File: config.mk
export PLATFORM = sky130hd
export DESIGN_NAME = hd_program_loader_flat
export DESIGN_NICKNAME = d
export VERILOG_FILES = /design/src/rtl/hd_loader_pkg.sv /design/src/rtl/hd_program_loader_if.sv /design/src/rtl/hd_read_timer.sv /design/src/rtl/hd_program_loader.sv /design/src/flat_wrapper.sv
export SDC_FILE = /design/constraint.sdc
export NUM_CORES = 1
export LEC_CHECK = 0
export ABC_CLOCK_PERIOD_IN_PS = 4300
export BUFFER_PORTS_ARGS = -buffer_cell sky130_fd_sc_hd__buf_2
export CAP_MARGIN = 5
export CORE_MARGIN = 2
export CORE_UTILIZATION = 50
export DETAILED_ROUTE_END_ITERATION = 8
export GPL_TIMING_DRIVEN = 0
export PLACE_DENSITY = 0.76
export SYNTH_ARGS = -nofsm -noshare
export SYNTH_HDL_FRONTEND = slang
export SYNTH_SLANG_ARGS = --single-unit
export TNS_END_PERCENT = 10
File: constraint.sdc
create_clock -name clock -period 4.3 [get_ports clock]
set_clock_uncertainty 0.05 [all_clocks]
set_input_delay 0.86 -clock clock [delete_from_list [all_inputs] [get_ports clock]]
set_output_delay 0.86 -clock clock [all_outputs]
set_load 0.01 [all_outputs]
File: src/rtl/hd_loader_pkg.sv
// Shared HardDisk loader definitions: field widths used by every HardDisk
// client and the loader FSM state encoding.
package hd_loader_pkg;

    localparam int unsigned HD_SECTOR_W = 4;
    localparam int unsigned HD_TRACK_W  = 10;
    localparam int unsigned WORD_W      = 32;

    typedef enum logic [2:0] {
        ST_IDLE  = 3'd0,
        ST_ISSUE = 3'd1,
        ST_WAIT  = 3'd2,
        ST_WRITE = 3'd3,
        ST_DONE  = 3'd4
    } ld_state_e;

endpackage

File: src/rtl/hd_program_loader_if.sv
// Disk-read and instruction-memory write bus of the program loader.
//   master (loader): drives hd_sector/hd_track/hd_flag and imem_addr/imem_data/imem_we,
//                    receives hd_data.
//   slave  (disk+imem side): the mirror image.
interface hd_program_loader_if
    import hd_loader_pkg::*;
#(
    parameter int unsigned IMEM_AW = 10
);
    logic [HD_SECTOR_W-1:0] hd_sector;
    logic [HD_TRACK_W-1:0]  hd_track;
    logic                   hd_flag;
    logic [WORD_W-1:0]      hd_data;
    logic [IMEM_AW-1:0]     imem_addr;
    logic [WORD_W-1:0]      imem_data;
    logic                   imem_we;

    modport master (
        output hd_sector, hd_track, hd_flag, imem_addr, imem_data, imem_we,
        input  hd_data
    );

    modport slave (
        input  hd_sector, hd_track, hd_flag, imem_addr, imem_data, imem_we,
        output hd_data
    );
endinterface

File: src/rtl/hd_read_timer.sv
// Disk read-latency timer: cleared by load, counts up while en, and raises
// strobe_c on the last wait cycle (count == READ_WAIT-1).
//   clock, reset : system clock, async active-high reset
//   load         : clear the count
//   en           : advance the count
//   strobe_c     : combinational sample strobe
module hd_read_timer #(
    parameter int unsigned READ_WAIT = 2
) (
    input  logic clock,
    input  logic reset,
    input  logic load,
    input  logic en,
    output logic strobe_c
);
    localparam int unsigned CNT_W = (READ_WAIT > 2) ? $clog2(READ_WAIT) : 1;

    logic [CNT_W-1:0] cnt_q, cnt_d;

    // Next count
    always_comb begin
        cnt_d = cnt_q;
        if (load) begin
            cnt_d = '0;
        end else if (en) begin
            cnt_d = cnt_q + CNT_W'(1);
        end
    end

    always_ff @(posedge clock or posedge reset) begin
        if (reset) cnt_q <= '0;
        else       cnt_q <= cnt_d;
    end

    assign strobe_c = en && (cnt_q == CNT_W'(READ_WAIT - 1));
endmodule

File: src/rtl/hd_program_loader.sv
// Program loader: copies instr_count words of one disk sector (track 0..count-1)
// into instruction memory starting at imem_base, holding busy while it works.
//   clock, reset             : system clock, async active-high reset
//   start/sector_sel/instr_count/imem_base : load request, sampled in IDLE only
//   bus (master)             : disk read address/data and imem write port
//   busy                     : accepted start until DONE exits
//   done / err               : 1-cycle pulses (finished / start rejected)
//   checksum                 : XOR of words written this load, present only when
//                              HD_LOADER_CHECKSUM_EN is defined
module hd_program_loader
    import hd_loader_pkg::*;
#(
    parameter int unsigned MAX_INSTR = 250,
    parameter int unsigned IMEM_AW   = 10,
    parameter int unsigned READ_WAIT = 2
) (
    input  logic                   clock,
    input  logic                   reset,
    input  logic                   start,
    input  logic [HD_SECTOR_W-1:0] sector_sel,
    input  logic [HD_TRACK_W-1:0]  instr_count,
    input  logic [IMEM_AW-1:0]     imem_base,
    hd_program_loader_if.master    bus,
    output logic                   busy,
    output logic                   done,
    output logic                   err
`ifdef HD_LOADER_CHECKSUM_EN
    ,
    output logic [WORD_W-1:0]      checksum
`endif
);
    ld_state_e              state_q, state_d;
    logic [HD_TRACK_W-1:0]  index_q, index_d;
    logic [HD_SECTOR_W-1:0] sector_q, sector_d;
    logic [HD_TRACK_W-1:0]  count_q, count_d;
    logic [IMEM_AW-1:0]     base_q, base_d;
    logic [WORD_W-1:0]      data_q, data_d;
    logic [HD_SECTOR_W-1:0] hd_sector_q, hd_sector_d;
    logic [HD_TRACK_W-1:0]  hd_track_q, hd_track_d;
    logic [IMEM_AW-1:0]     imem_addr_q, imem_addr_d;
    logic                   imem_we_q, imem_we_d;
    logic                   busy_q, busy_d;
    logic                   done_q, done_d;
    logic                   err_q, err_d;
`ifdef HD_LOADER_CHECKSUM_EN
    logic [WORD_W-1:0]      checksum_q, checksum_d;
`endif
    logic                   strobe_c;

    hd_read_timer #(.READ_WAIT(READ_WAIT)) u_timer (
        .clock    (clock),
        .reset    (reset),
        .load     (state_q == ST_ISSUE),
        .en       (state_q == ST_WAIT),
        .strobe_c (strobe_c)
    );

    // Next state, datapath and registered outputs (outputs follow the next state)
    always_comb begin
        state_d     = state_q;
        index_d     = index_q;
        sector_d    = sector_q;
        count_d     = count_q;
        base_d      = base_q;
        data_d      = data_q;
        hd_sector_d = hd_sector_q;
        hd_track_d  = hd_track_q;
        imem_addr_d = imem_addr_q;
        err_d       = 1'b0;
`ifdef HD_LOADER_CHECKSUM_EN
        checksum_d  = checksum_q;
`endif
        unique case (state_q)
            ST_IDLE: begin
                if (start) begin
                    if (instr_count == '0) begin
                        state_d = ST_DONE;
`ifdef HD_LOADER_CHECKSUM_EN
                        checksum_d = '0;
`endif
                    end else if (instr_count > HD_TRACK_W'(MAX_INSTR)) begin
                        err_d = 1'b1;
                    end else begin
                        sector_d = sector_sel;
                        count_d  = instr_count;
                        base_d   = imem_base;
                        index_d  = '0;
                        state_d  = ST_ISSUE;
`ifdef HD_LOADER_CHECKSUM_EN
                        checksum_d = '0;
`endif
                    end
                end
            end
            ST_ISSUE: state_d = ST_WAIT;
            ST_WAIT: begin
                if (strobe_c) begin
                    data_d      = bus.hd_data;
                    imem_addr_d = base_q + IMEM_AW'(index_q);
                    state_d     = ST_WRITE;
                end
            end
            ST_WRITE: begin
`ifdef HD_LOADER_CHECKSUM_EN
                checksum_d = checksum_q ^ data_q;
`endif
                if (index_q == count_q - HD_TRACK_W'(1)) begin
                    state_d = ST_DONE;
                end else begin
                    index_d = index_q + HD_TRACK_W'(1);
                    state_d = ST_ISSUE;
                end
            end
            ST_DONE: state_d = ST_IDLE;
            default: state_d = ST_IDLE;
        endcase

        // Disk address is loaded on entry to ISSUE and then held
        if (state_d == ST_ISSUE) begin
            hd_sector_d = sector_d;
            hd_track_d  = index_d;
        end
        imem_we_d = (state_d == ST_WRITE);
        busy_d    = (state_d != ST_IDLE);
        done_d    = (state_d == ST_DONE);
    end

    always_ff @(posedge clock or posedge reset) begin
        if (reset) begin
            state_q     <= ST_IDLE;
            index_q     <= '0;
            sector_q    <= '0;
            count_q     <= '0;
            base_q      <= '0;
            data_q      <= '0;
            hd_sector_q <= '0;
            hd_track_q  <= '0;
            imem_addr_q <= '0;
            imem_we_q   <= 1'b0;
            busy_q      <= 1'b0;
            done_q      <= 1'b0;
            err_q       <= 1'b0;
`ifdef HD_LOADER_CHECKSUM_EN
            checksum_q  <= '0;
`endif
        end else begin
            state_q     <= state_d;
            index_q     <= index_d;
            sector_q    <= sector_d;
            count_q     <= count_d;
            base_q      <= base_d;
            data_q      <= data_d;
            hd_sector_q <= hd_sector_d;
            hd_track_q  <= hd_track_d;
            imem_addr_q <= imem_addr_d;
            imem_we_q   <= imem_we_d;
            busy_q      <= busy_d;
            done_q      <= done_d;
            err_q       <= err_d;
`ifdef HD_LOADER_CHECKSUM_EN
            checksum_q  <= checksum_d;
`endif
        end
    end

    assign bus.hd_sector = hd_sector_q;
    assign bus.hd_track  = hd_track_q;
    assign bus.hd_flag   = 1'b0;   // loader only ever reads the disk
    assign bus.imem_addr = imem_addr_q;
    assign bus.imem_data = data_q;
    assign bus.imem_we   = imem_we_q;
    assign busy          = busy_q;
    assign done          = done_q;
    assign err           = err_q;
`ifdef HD_LOADER_CHECKSUM_EN
    assign checksum      = checksum_q;
`endif
endmodule

File: src/flat_wrapper.sv
// flat-port wrapper written by rule: the top's interface ports become plain ports
module hd_program_loader_flat import hd_loader_pkg::*;
#(
    parameter int unsigned MAX_INSTR = 250,
    parameter int unsigned IMEM_AW   = 10,
    parameter int unsigned READ_WAIT = 2
)
  (clock, reset, start, sector_sel, instr_count, imem_base, busy, done, err, bus_hd_sector, bus_hd_track, bus_hd_flag, bus_imem_addr, bus_imem_data, bus_imem_we, bus_hd_data);
  hd_program_loader_if #(.IMEM_AW(IMEM_AW)) bus_i ();
  input  logic clock;
  input  logic reset;
  input  logic start;
  input  logic [HD_SECTOR_W-1:0] sector_sel;
  input  logic [HD_TRACK_W-1:0] instr_count;
  input  logic [IMEM_AW-1:0] imem_base;
  output logic busy;
  output logic done;
  output logic err;
  output wire logic [$bits(bus_i.hd_sector)-1:0] bus_hd_sector;
  output wire logic [$bits(bus_i.hd_track)-1:0] bus_hd_track;
  output wire logic [$bits(bus_i.hd_flag)-1:0] bus_hd_flag;
  output wire logic [$bits(bus_i.imem_addr)-1:0] bus_imem_addr;
  output wire logic [$bits(bus_i.imem_data)-1:0] bus_imem_data;
  output wire logic [$bits(bus_i.imem_we)-1:0] bus_imem_we;
  input wire logic [$bits(bus_i.hd_data)-1:0] bus_hd_data;
  assign bus_hd_sector = bus_i.hd_sector;
  assign bus_hd_track = bus_i.hd_track;
  assign bus_hd_flag = bus_i.hd_flag;
  assign bus_imem_addr = bus_i.imem_addr;
  assign bus_imem_data = bus_i.imem_data;
  assign bus_imem_we = bus_i.imem_we;
  assign bus_i.hd_data = bus_hd_data;
  hd_program_loader #(.MAX_INSTR(MAX_INSTR), .IMEM_AW(IMEM_AW), .READ_WAIT(READ_WAIT)) u_core (.clock(clock), .reset(reset), .start(start), .sector_sel(sector_sel), .instr_count(instr_count), .imem_base(imem_base), .bus(bus_i), .busy(busy), .done(done), .err(err));
endmodule
# Yosys cells after proc, flatten, opt, wreduce, memory -nomap -nowiden
# Index checks and enable logic that the tools add are counted.
# W data, S select, Z words.
[totals]
in_bits = 59
reg_bits = 98
out_inout_bits = 61
[op_classes]
n_eq_ne = 7
reduce_logical = 7
n_lt_le_gt_ge = 1
n_addsub = 4
n_bitwise = 2
mux = 21
[ops]
columns = ["cell", "n"]
rows = [
  ["$mux W10", 4],
  ["$pmux W10 S2", 1],
  ["$mux W4", 4],
  ["$mux W3", 5],
  ["$pmux W3 S4", 1],
  ["$add A10 B1 Y10 const B", 1],
  ["$add A10 B10 Y10", 1],
  ["$eq A10 B10 Y1", 1],
  ["$gt A10 B8 Y1 const B", 1],
  ["$logic_not A10 Y1", 1],
  ["$sub A10 B1 Y10 const B", 1],
  ["$eq A3 B2 Y1 const B", 3],
  ["$eq A3 B1 Y1 const B", 2],
  ["$mux W1", 6],
  ["$reduce_and A4 Y1", 1],
  ["$eq A3 B3 Y1 const B", 1],
  ["$logic_not A3 Y1", 1],
  ["$reduce_bool A3 Y1", 1],
  ["$not A1 Y1", 2],
  ["$reduce_and A2 Y1", 1],
  ["$reduce_bool A2 Y1", 1],
  ["$add A1 B1 Y1 const B", 1],
  ["$logic_and A1 B1 Y1", 1],
]

# Longest topological paths before layout
[logic_depth]
depth_word = 6
mapped_depth = 11
mapped_depth_nobuf = 10

# Cells and area by module
# Synthesis repeated with hierarchy kept, for this count alone.
[unflattened]
hier_cells = 478
hier_area_um2 = 4820.9
[modules_own_cells]
columns = ["module", "cells_per_inst", "instances", "area_per_inst_um2", "seq_area_each_um2"]
rows = [
  ["hd_program_loader", 473, 1, 4772.1, 2427.3],
  ["hd_read_timer", 5, 1, 48.8, 25.0],
]

# Worst setup path before layout
# No wires, ideal clock.
[synth_path]
path_type = "reg2reg"
startpoint = "register u_core.count_q[0]"
endpoint = "register u_core.hd_track_q[9] (netlist: u_core.bus.hd_track[9])"
setup_slack_ns = 1.328
path_stages_with_launch = 11
t_arrival_ns = 2.797
setup_time_ns = 0.125
path_cell_list = "dfrtp_1 inv_1 ha_1 or4b_4 or3_1 a2111oi_2 and3_1 buf_4 nor3_1 a311o_1 mux2_2"
[synth_via]
word_cells_on_any_way = 7
[synth_lines]
columns = ["element", "line", "text"]
rows = [
  ["from (decl)", "hd_program_loader.sv:35", "logic [HD_TRACK_W-1:0] count_q, count_d;"],
  ["from (signal assigned)", "hd_program_loader.sv:150", "count_q <= count_d;"],
  ["$sub A10 B1 Y10", "hd_program_loader.sv:107", "if (index_q == count_q - HD_TRACK_W'(1)) begin"],
  ["$eq A10 B10 Y1", "hd_program_loader.sv:107", ""],
  ["$mux W10", "hd_program_loader.sv:107", ""],
  ["$pmux W10 S2", "hd_program_loader.sv:73", "unique case (state_q)"],
  ["via u_core.index_d[9]", "hd_program_loader.sv:33", "logic [HD_TRACK_W-1:0] index_q, index_d;"],
  ["to (signal assigned)", "hd_program_loader.sv:154", "hd_track_q <= hd_track_d;"],
  ["to (decl)", "hd_program_loader.sv:39", "logic [HD_TRACK_W-1:0] hd_track_q, hd_track_d;"],
]
# The timed path passes the listed nets, and every way through them passes these cells.
# A chain may end at the register's enable or synchronous reset.

# Worst setup path after layout
[layout_path]
startpoint = "register u_core.count_q[0]"
endpoint = "register u_core.hd_track_q[5] (netlist: u_core.bus.hd_track[5])"
[layout_via]
elab_chain_len = 5
word_cells_on_any_way = 7
[layout_lines]
columns = ["element", "line", "text"]
rows = [
  ["$sub A10 B1 Y10 *", "hd_program_loader.sv:107", ""],
  ["$eq A10 B10 Y1 *", "hd_program_loader.sv:107", ""],
  ["$mux W3", "hd_program_loader.sv:107", ""],
  ["$pmux W3 S4", "hd_program_loader.sv:73", ""],
  ["$eq A3 B1 Y1", "hd_program_loader.sv:119", "if (state_d == ST_ISSUE) begin"],
]
# Every way passes the cells marked *; elsewhere a longest branch is shown, timed or not.

==> flow_summary.yaml <==
sta:
  hold_viol: 0
  maxSlewViolCount: 0
  worst_pin_slew_ns: 0.594
  setup_viol: 0
  rsz0062_at_grt: "no"
  post-route-min-period_ns: 3.21
  setup_tns_ns: 0
  finalCritPeriodShare_pct: 74.7
  fmax_mhz: 311
  slew_headroom_pct: 60.4
worst_hold_path:
  min_path_cells: 2
  hold_start: "u_core.bus.imem_data[19]"
  hold_path_class: "reg2reg"
finish:
  ff_latch_area_sq_um: 2450
  multiInputGateArea_sq_um: 2060
  final_cell_area_sq_um: 5630
  n_antenna_cell: 0
  fill_cells: 802
  final_common_cell: "nand2_1"
  drive_gt1_share_pct: 25.4
  nNetsFinal: 697
  layout_common_cells: "nand2_1, buf_2, dfrtp_1, o21ai_0, clkbuf_1"
  syn_to_final_growth_pct: 20.6
routing:
  wl_per_cell_um: 14.3
  vias_per_cell: 5.32
  drc: 0
  firstDrtPassIters: 4
  ant_nets: 0
  routed_wl_mm: 10.6
  drt_iter0_drc: 197
  vias: 3948
placed_design:
  placed_area_sq_um: 5430
  io_buffer_count: 118
  place_congestion: 0.874
  hpwl_mm: 8.05
grt:
  grt_pass1_vias: 3759
  globalRouteOverflowTotal: 0
  met2_usage_pct: 35.3
  grt.total_usage_pct: 22.0
  grtUsageMet3_pct: 4.51
  grt_antenna_before_repair: 0
  grt_use_met1_pct: 29.0
  grt_pass1_wl_mm: 17.5
  top_usage_layer: "met2"
  grt_max_degree: 54
setup_path:
  crit_type: "reg2reg"
  critPathLaunch: "u_core.count_q[0]"
  worstPathArrival_ns: 3.41
  regToRegStartpoint: "u_core.count_q[0]"
  path_max_fanout: 10
  r2r_cells: 10
  worstSetupStartpointType: "flop"
  cp-end-kind: "flop"
  crit_required_ns: 4.50
clock_tree:
  root_buffer: "clkbuf_8"
  clkTransAtPathRegs_ns: 0.10
  postCtsSetupBuffers: 0
  insertion_delay_ns: 0.37
  cts_sinks: 98
  ctsLongestPathBuffers: 2
  htreeDepth: 3
  cts_buffers: 9
  postCtsHoldBufs: 0
  cts_tree: "done"
  cts.repair.resized: 0
run_status:
  status: "finished clean"
synthesis:
  synth.distinct_cells: 54
  synth_cells: 496
  yosysWarnings: 0
  yosys_register_bits: 98
  synth_fp_nets: 567
  synth_flop_cell: "dfrtp_1"
  synth_edf_count: 0
  synth.cell_area_sq_um: 4670
  async_reset_ff_share_pct: 100
  ys_seq_area_share_pct: 52.5
  synth.avg_cell_area_sq_um: 9.41
power:
  power_leakage_nw: 2.93
  p_per_area_nw_per_um2: 695
  irDropWorstVdd_mv: 0.301
floorplanning:
  die_w_um: 101
  io_pins: 120
  die-area_sq_um: 10100
  core_sq_um: 9150
  die_h_um: 101
  start_util_pct: 51.0
  std_cell_rows: 35
run:
  cap_violations: 0
where the power goes:
group	total, W	switching, W	internal, W
combinational	0.00173	0.000987	0.000741
clock	0.000608	0.000332	0.000276
sequential	0.00158	0.000268	0.00131
total	0.00391	0.00159	0.00233
cells in the mapped netlist, types with 5 or more instances:
| master | instances | area (sq um) |
|---|---|---|
| a21o_1 | 5 | 37.5 |
| nand2_1 | 161 | 604 |
| ha_1 | 11 | 138 |
| xor2_1 | 6 | 52.6 |
| nor3_1 | 7 | 35.0 |
| o21ai_0 | 21 | 105 |
| dfrtp_1 | 98 | 2450 |
| mux2_2 | 16 | 180 |
| xnor2_1 | 15 | 131 |
| nand3_1 | 8 | 40.0 |
| a21oi_1 | 17 | 85.1 |
| and3_1 | 6 | 37.5 |
| nor2_1 | 15 | 56.3 |
| inv_1 | 16 | 60.1 |
| clkbuf_1 | 17 | 63.8 |
state kept, by name (all words and copies together) (netlist names):
| signal | flops |
|---|---|
| u_core.bus.imem_addr | 10 |
| u_core.index_q | 10 |
| u_core.base_q | 10 |
| u_core.done | 1 |
| u_core.state_q | 3 |
| u_core.u_timer.cnt_q | 1 |
| u_core.bus.imem_we | 1 |
| u_core.bus.imem_data | 32 |
| u_core.bus.hd_sector | 4 |
| u_core.busy | 1 |
| u_core.bus.hd_track | 10 |
| u_core.count_q | 10 |
| u_core.err | 1 |
| u_core.sector_q | 4 |
routing by layer:
| layer | vias to the layer above | wire, um |
|---|---|---|
| met3 | 23 | 553 |
| met1 | 1852 | 4700 |
| met4 | 0 | 274 |
| met2 | 129 | 5110 |
| met5 | - | 0 |
| li1 | 1944 | - |
final timing paths:
kind,end,slack (ns)
setup / recovery,u_core.bus.hd_track[5],1.09
hold / removal,u_core.bus.imem_data[19],0.43
setup reg to reg,u_core.bus.hd_track[5],1.09
hold reg to reg,u_core.bus.imem_data[19],0.43
max in group asynchronous,u_core.count_q[9],3.03
min in group asynchronous,u_core.bus.imem_data[13],0.50
stage by stage:
step / hold WS, ns / std cells / setup slack (ns) / util [%] / power [W]
after detailed placement: 0.407 / 726 / 0.991 / 59.3 / 0.00333
after global routing: 0.447 / 742 / 0.870 / 61.5 / 0.00425
after CTS: 0.431 / 742 / 1.07 / 61.5 / 0.00394
after global placement: 0.400 / 725 / -0.253 / 59.0 / 0.00324
after floorplan: 0.386 / 496 / 0.828 / - / 0.00275
final: 0.429 / 742 / 1.09 / 61.5 / 0.00391
cell families (layout without fill, tap and decap cells):
logic type	after synthesis	in the layout	share of synthesized area (%)
flops	98	98	52.5
other cells	1	1	0.0803
simple gates	230	230	21.5
mux	18	18	4.29
fa+ha+maj	12	12	3.38
buf+inv	39	174	3.35
compound gates	77	77	10.9
xor+xnor	21	21	3.94
worst max-delay path, stage by stage (launching register included):
cell,delay (ns)
dfrtp_1,0.45
inv_1,0.10
ha_1,0.21
or4b_4,0.51
or3_1,0.40
a2111oi_2,0.39
nand3_1,0.19
nor2_2,0.18
o21ai_1,0.10
buf_2,0.23
mux2_2,0.29
final cells by class:
| cell class | instances | share of cell area, % |
|---|---|---|
| sequential | 98 | 43.6 |
| tap | 111 | 2.47 |
| buffer | 22 | 1.65 |
| timing repair buffer | 119 | 11.0 |
| clock buffer | 10 | 2.27 |
| multi-input combinational | 359 | 36.6 |
| clock inverter | 6 | 1.29 |
| inverter | 17 | 1.18 |
(Power assumes the default switching activity.)
